==> src/rtl/uart_frame_tx.sv <==
// uart_frame_tx: FIFO-buffered multi-byte UART frame transmitter.
// Define UART_FRAME_TX_CKSUM_EN to append an XOR checksum byte per frame.
module uart_frame_tx #(
  parameter int SYS_CLK    = 50000000,
  parameter int BPS        = 115200,
  parameter int NUM_BYTES  = 6,
  parameter int FIFO_DEPTH = 4
) (
  input  logic                   clk,
  input  logic                   rst,
  input  logic [NUM_BYTES*8-1:0] frame_in,
  input  logic                   frame_valid,
  input  logic                   start,
  output logic                   tx,
  output logic                   busy,
  output logic                   fifo_full,
  output logic                   overflow,
  output logic                   frame_done
);
  localparam int BIT_CYCLES = SYS_CLK / BPS;
  localparam int CW = (BIT_CYCLES > 1) ? $clog2(BIT_CYCLES) : 1;
  localparam int BW = $clog2(NUM_BYTES + 1);
  localparam int PW = $clog2(FIFO_DEPTH);
  localparam int FW = NUM_BYTES * 8;
`ifdef UART_FRAME_TX_CKSUM_EN
  localparam int NB_TX = NUM_BYTES + 1;
`else
  localparam int NB_TX = NUM_BYTES;
`endif
  localparam int SW = NB_TX * 8;

  typedef enum logic [2:0] {
    IDLE, LOAD, START, DATA, STOP
  } state_e;

  logic [FW-1:0] mem_q [FIFO_DEPTH];
  logic [PW-1:0] wr_q, rd_q;
  logic [PW:0]   fcnt_q;
  logic          ovf_q;
  logic          push, pop, empty;
  logic [FW-1:0] head;
  logic [SW-1:0] load_w;

  state_e        st_q;
  logic [CW-1:0] bc_q;
  logic [2:0]    bit_q;
  logic [BW-1:0] byte_q;
  logic [SW-1:0] sh_q;
  logic          tx_q, busy_q, done_q;
  logic          bit_end, last_byte, chain;

  assign fifo_full = (fcnt_q == (PW+1)'(FIFO_DEPTH));
  assign empty     = (fcnt_q == '0);
  assign push      = frame_valid && !fifo_full;
  assign head      = mem_q[rd_q];

`ifdef UART_FRAME_TX_CKSUM_EN
  logic [7:0] ck;
  always_comb begin
    ck = '0;
    for (int k = 0; k < NUM_BYTES; k++)
      ck ^= head[8*k +: 8];
  end
  assign load_w = {ck, head};
`else
  assign load_w = head;
`endif

  always_ff @(posedge clk) begin
    if (push) mem_q[wr_q] <= frame_in;
  end

  always_ff @(posedge clk) begin
    if (rst) begin
      wr_q   <= '0;
      rd_q   <= '0;
      fcnt_q <= '0;
      ovf_q  <= 1'b0;
    end else begin
      ovf_q <= frame_valid && fifo_full;
      if (push) wr_q <= wr_q + 1'b1;
      if (pop)  rd_q <= rd_q + 1'b1;
      fcnt_q <= fcnt_q + (PW+1)'(push) - (PW+1)'(pop);
    end
  end

  assign bit_end   = (bc_q == CW'(BIT_CYCLES - 1));
  assign last_byte = (byte_q == BW'(NB_TX - 1));
  // Next frame is popped straight out of STOP so frames run back-to-back.
  assign chain = (st_q == STOP) && bit_end && last_byte
              && start && !empty;
  assign pop = (st_q == LOAD) || chain;

  always_ff @(posedge clk) begin
    if (rst) begin
      st_q   <= IDLE;
      bc_q   <= '0;
      bit_q  <= '0;
      byte_q <= '0;
      sh_q   <= '0;
      tx_q   <= 1'b1;
      busy_q <= 1'b0;
      done_q <= 1'b0;
    end else begin
      done_q <= 1'b0;
      unique case (st_q)
        IDLE: if (start && !empty) st_q <= LOAD;
        LOAD: begin
          sh_q   <= load_w;
          tx_q   <= 1'b0;
          busy_q <= 1'b1;
          bc_q   <= '0;
          byte_q <= '0;
          st_q   <= START;
        end
        START: begin
          if (bit_end) begin
            bc_q  <= '0;
            bit_q <= '0;
            tx_q  <= sh_q[0];
            sh_q  <= sh_q >> 1;
            st_q  <= DATA;
          end else bc_q <= bc_q + 1'b1;
        end
        DATA: begin
          if (bit_end) begin
            bc_q  <= '0;
            bit_q <= bit_q + 1'b1;
            if (bit_q == 3'd7) begin
              tx_q <= 1'b1;
              st_q <= STOP;
            end else begin
              tx_q <= sh_q[0];
              sh_q <= sh_q >> 1;
            end
          end else bc_q <= bc_q + 1'b1;
        end
        STOP: begin
          if (bit_end) begin
            bc_q <= '0;
            if (!last_byte) begin
              byte_q <= byte_q + 1'b1;
              tx_q   <= 1'b0;
              st_q   <= START;
            end else begin
              done_q <= 1'b1;
              byte_q <= '0;
              if (chain) begin
                sh_q <= load_w;
                tx_q <= 1'b0;
                st_q <= START;
              end else begin
                busy_q <= 1'b0;
                st_q   <= IDLE;
              end
            end
          end else bc_q <= bc_q + 1'b1;
        end
        default: st_q <= IDLE;
      endcase
    end
  end

  assign tx         = tx_q;
  assign busy       = busy_q;
  assign overflow   = ovf_q;
  assign frame_done = done_q;
endmodule
==> config.mk <==
export PLATFORM = sky130hd
export DESIGN_NAME = uart_frame_tx
export DESIGN_NICKNAME = d
export VERILOG_FILES = /design/src/rtl/uart_frame_tx.sv
export SDC_FILE = /design/constraint.sdc
export NUM_CORES = 1
export LEC_CHECK = 0
export ABC_AREA = 0
export CAP_MARGIN = 20
export CORE_ASPECT_RATIO = 0.8
export CORE_MARGIN = 4
export CORE_UTILIZATION = 50
export CTS_CLUSTER_DIAMETER = 60
export CTS_CLUSTER_SIZE = 12
export DETAILED_ROUTE_END_ITERATION = 16
export GPL_TIMING_DRIVEN = 0
export PLACE_DENSITY = 0.78
export SLEW_MARGIN = 40
export SYNTH_ARGS = -nofsm -noshare
export SYNTH_HDL_FRONTEND = slang
export SYNTH_SLANG_ARGS = --single-unit
==> constraint.sdc <==
create_clock -name clk -period 3.4 [get_ports clk]
set_clock_uncertainty 0.1 [all_clocks]
set_input_delay 0.68 -clock clk [delete_from_list [all_inputs] [get_ports clk]]
set_output_delay 0.68 -clock clk [all_outputs]
set_load 0.01 [all_outputs]
==> results of run 1 <==
==> logic make-up (layout without fill, tap and decap cells) <==
group	Yosys count	in the layout	share of synthesized area, %
buffers and inverters	50	157	2.55
muxes	97	97	14.4
xor gates and xnor gates	9	9	0.724
AOI/OAI and AO/OA	137	137	9.24
and+or+nand+nor	88	88	4.41
adders and majority gates	10	10	1.22
DFF	271	271	67.4
==> report_power, final <==
part           total, uW  internal (uW)  switching (uW)  leakage (uW)
Clock               2610           1480            1130      0.000361
Combinational       2610           1230            1380       0.00152
Sequential          4330           4090             238       0.00240
Total               9550           6800            2750       0.00428
==> state kept, by name (all words and copies together), names as in the netlist, named ones only <==
register    count
bc_q            9
bit_q           3
busy            1
byte_q          3
fcnt_q          3
frame_done      1
mem_q         192
overflow        1
rd_q            2
sh_q           48
st_q            3
tx              1
wr_q            2
==> tightest hold or removal path, delay by kind of cell (launching register included) <==
family,cells,cell delay [ps]
compound gates,1,50
simple gates,1,80
flops,1,320
==> routing by layer <==
layer / wire (um) / track usage, %
met5: 0 / 0
met4: 496 / 4.32
met1: 9230 / 24.0
met3: 1100 / 3.13
met2: 10100 / 28.9
==> cells in the final DEF, fill, tap and decap left out, types with 3 or more instances in the layout <==
cell type and count:
a21oi_2 13, or3_1 4, xnor2_1 6, mux2i_1 49
nor2b_1 3, dfxtp_1 79, a211oi_1 27, nand2_1 14
mux4_2 48, buf_12 5, nand3b_1 4, inv_1 7
nand3_1 8, nor3_1 6, and3_4 4, ha_1 9
edfxtp_1 192, buf_2 11, o21ai_0 7, clkbuf_1 40
clkdlybuf4s50_1 55, a21oi_1 53, xor2_1 3, buf_4 5
nor2_1 26, buf_6 4, clkbuf_16 27, a211oi_2 21
==> layout make-up <==
type / instances / area (um2) / area share, %
Buffer: 43 / 251 / 1.99
Inverter: 7 / 26.3 / 0.208
Multi-Input combinational cell: 341 / 3290 / 26.0
Clock buffer: 47 / 751 / 5.94
Clock inverter: 1 / 6.26 / 0.0495
Sequential cell: 271 / 7350 / 58.1
Timing Repair Buffer: 59 / 631 / 4.99
Tap cell: 275 / 344 / 2.72
==> final timing paths <==
path                    end  startpoint  slack, ps  cells past startpoint
setup / recovery  fcnt_q[2]     bc_q[0]        390                      9
hold / removal     sh_q[47]    sh_q[47]        390                      2
setup reg to reg  fcnt_q[2]     bc_q[0]        390                      9
hold reg to reg    sh_q[47]    sh_q[47]        390                      2
==> metrics by stage <==
stage / cell area, um2 / hold WS [ps] / setup TNS (ps) / instances
global placement: 11800 / 343 / -73980 / 992
floorplan: 10900 / 336 / 0 / 662
detailed placement: 11900 / 373 / 0 / 996
CTS: 12600 / 385 / 0 / 1044
global route: 12600 / 402 / 0 / 1044
finish: 12600 / 390 / 0 / 1044
==> results_dict.tcl, run 1 <==
set metrics [dict create \
    worst_slew_pin_slew_ps 803 \
    slowest_delay_ps 460 \
    num_antenna_cells 0 \
    hp-class "reg2reg" \
    start_util_pct 50.7 \
    cp-start-kind "flop" \
    place_ws_ps 219 \
    power.density_nw_per_um2 755 \
    dr.pass1.iters 5 \
    gp_congestion 0.913 \
    slew_headroom_pct 46.5 \
    worst-path-max-fanout 7 \
    path_buf_inv 0 \
    clk_pin_slew_worst_paths_ps 60 \
    endpoint_kind "flop" \
    post_cts_buffers 0 \
    crit_chain "ha_1 > nand4b_1 > nor2_1 > a31oi_1 > xnor2_1 > ha_1 > fa_1 > xnor2_1 > nor2_1" \
    numClockSinks 271 \
    ir_drop_uv 588 \
    period_needed_ps 3010 \
    yosysSeqAreaShare_pct 67.4 \
    maxCapViolCount 0 \
    clk_path_buf_depth 3 \
    syn_inst 662 \
    grt_setup_unrepaired "false" \
    cts_tree "built" \
    antenna_left 0 \
    outcome "finished clean" \
    syn_area_um2 10900 \
    wire_per_inst_um 20.0 \
    drt_iter0_drc 471 \
    yosys.cell_count.top_type "edfxtp_1" \
    required_ps 3700 \
    yosys_warnings 0 \
    syn-num-nets 724 \
    cpMaxStageDelayCell "nor2_1" \
    clkLatencyLatePin_ps 530 \
    grt_pass1_vias 6468 \
    yosys.area.top_type_share_pct 52.9 \
    synth-edff-count 192 \
    fmax_ghz 0.332 \
    fin_ws_ps 390 \
    rows 48 \
    dp_hpwl_um 13700 \
    synthArstFlopShare_pct 0 \
    finalSetupViolations 0 \
    p_leak_uw 0.00428 \
    num_vias 6118 \
    grt_pass1_wl_um 34200 \
    cts_resized 0 \
    hold_viol 0 \
    die_y_um 140 \
    pin_count 57 \
    num-nets-final 811 \
    finalCritPeriodShare_pct 88.5 \
    synth_area_leaders "edfxtp_1 53%, dfxtp_1 15%, mux4_2 9.9%" \
    grt_max_degree 26 \
    crit_arrival_ps 3310 \
    hold_buffers 0 \
    critical-path-top-delay-family "adder cells" \
    path_class "reg2reg" \
    fillers 1562 \
    synth.distinct_cells 54 \
    antenna_found_initial 0 \
    root_buffer "clkbuf_16" \
    syn2layout_area_growth_pct 16.1 \
    wl_um 20900 \
    yosysTopAreaCell "edfxtp_1" \
    ctsHtreeMaxLevel 1 \
    core_area_um2 21500 \
    final_util_pct 58.8 \
    syn_area_per_cell_um2 16.5 \
    synthTopCellsByCount "192 x edfxtp_1, 79 x dfxtp_1, 53 x a21oi_1" \
    ys.flop_type "edfxtp_1" \
    drive_gt1_share_pct 19.2 \
    grt_remaining_overflow 0 \
    via_per_inst 5.86 \
    die_area_um2 24200 \
    cts_buffers 26 \
    die_w_um 173 \
    drcViolationCount 0 \
    grtUsageTotal_pct 17.3 \
    port_buffers 55 \
    synth-seq-cells 271 \
    finalPower_uw 9550 \
    drv_slew 0 \
]
(Power assumes the default switching activity.)
==> inputs of run 2 (changes only) <==
--- a/config.mk
+++ b/config.mk
@@ -6,7 +6,6 @@
 export NUM_CORES = 1
 export LEC_CHECK = 0
 export ABC_AREA = 0
-export CAP_MARGIN = 20
 export CORE_ASPECT_RATIO = 0.8
 export CORE_MARGIN = 4
 export CORE_UTILIZATION = 50
==> results of run 2 <==
The final DEF is identical to that of run 1; final timing and power are the same.
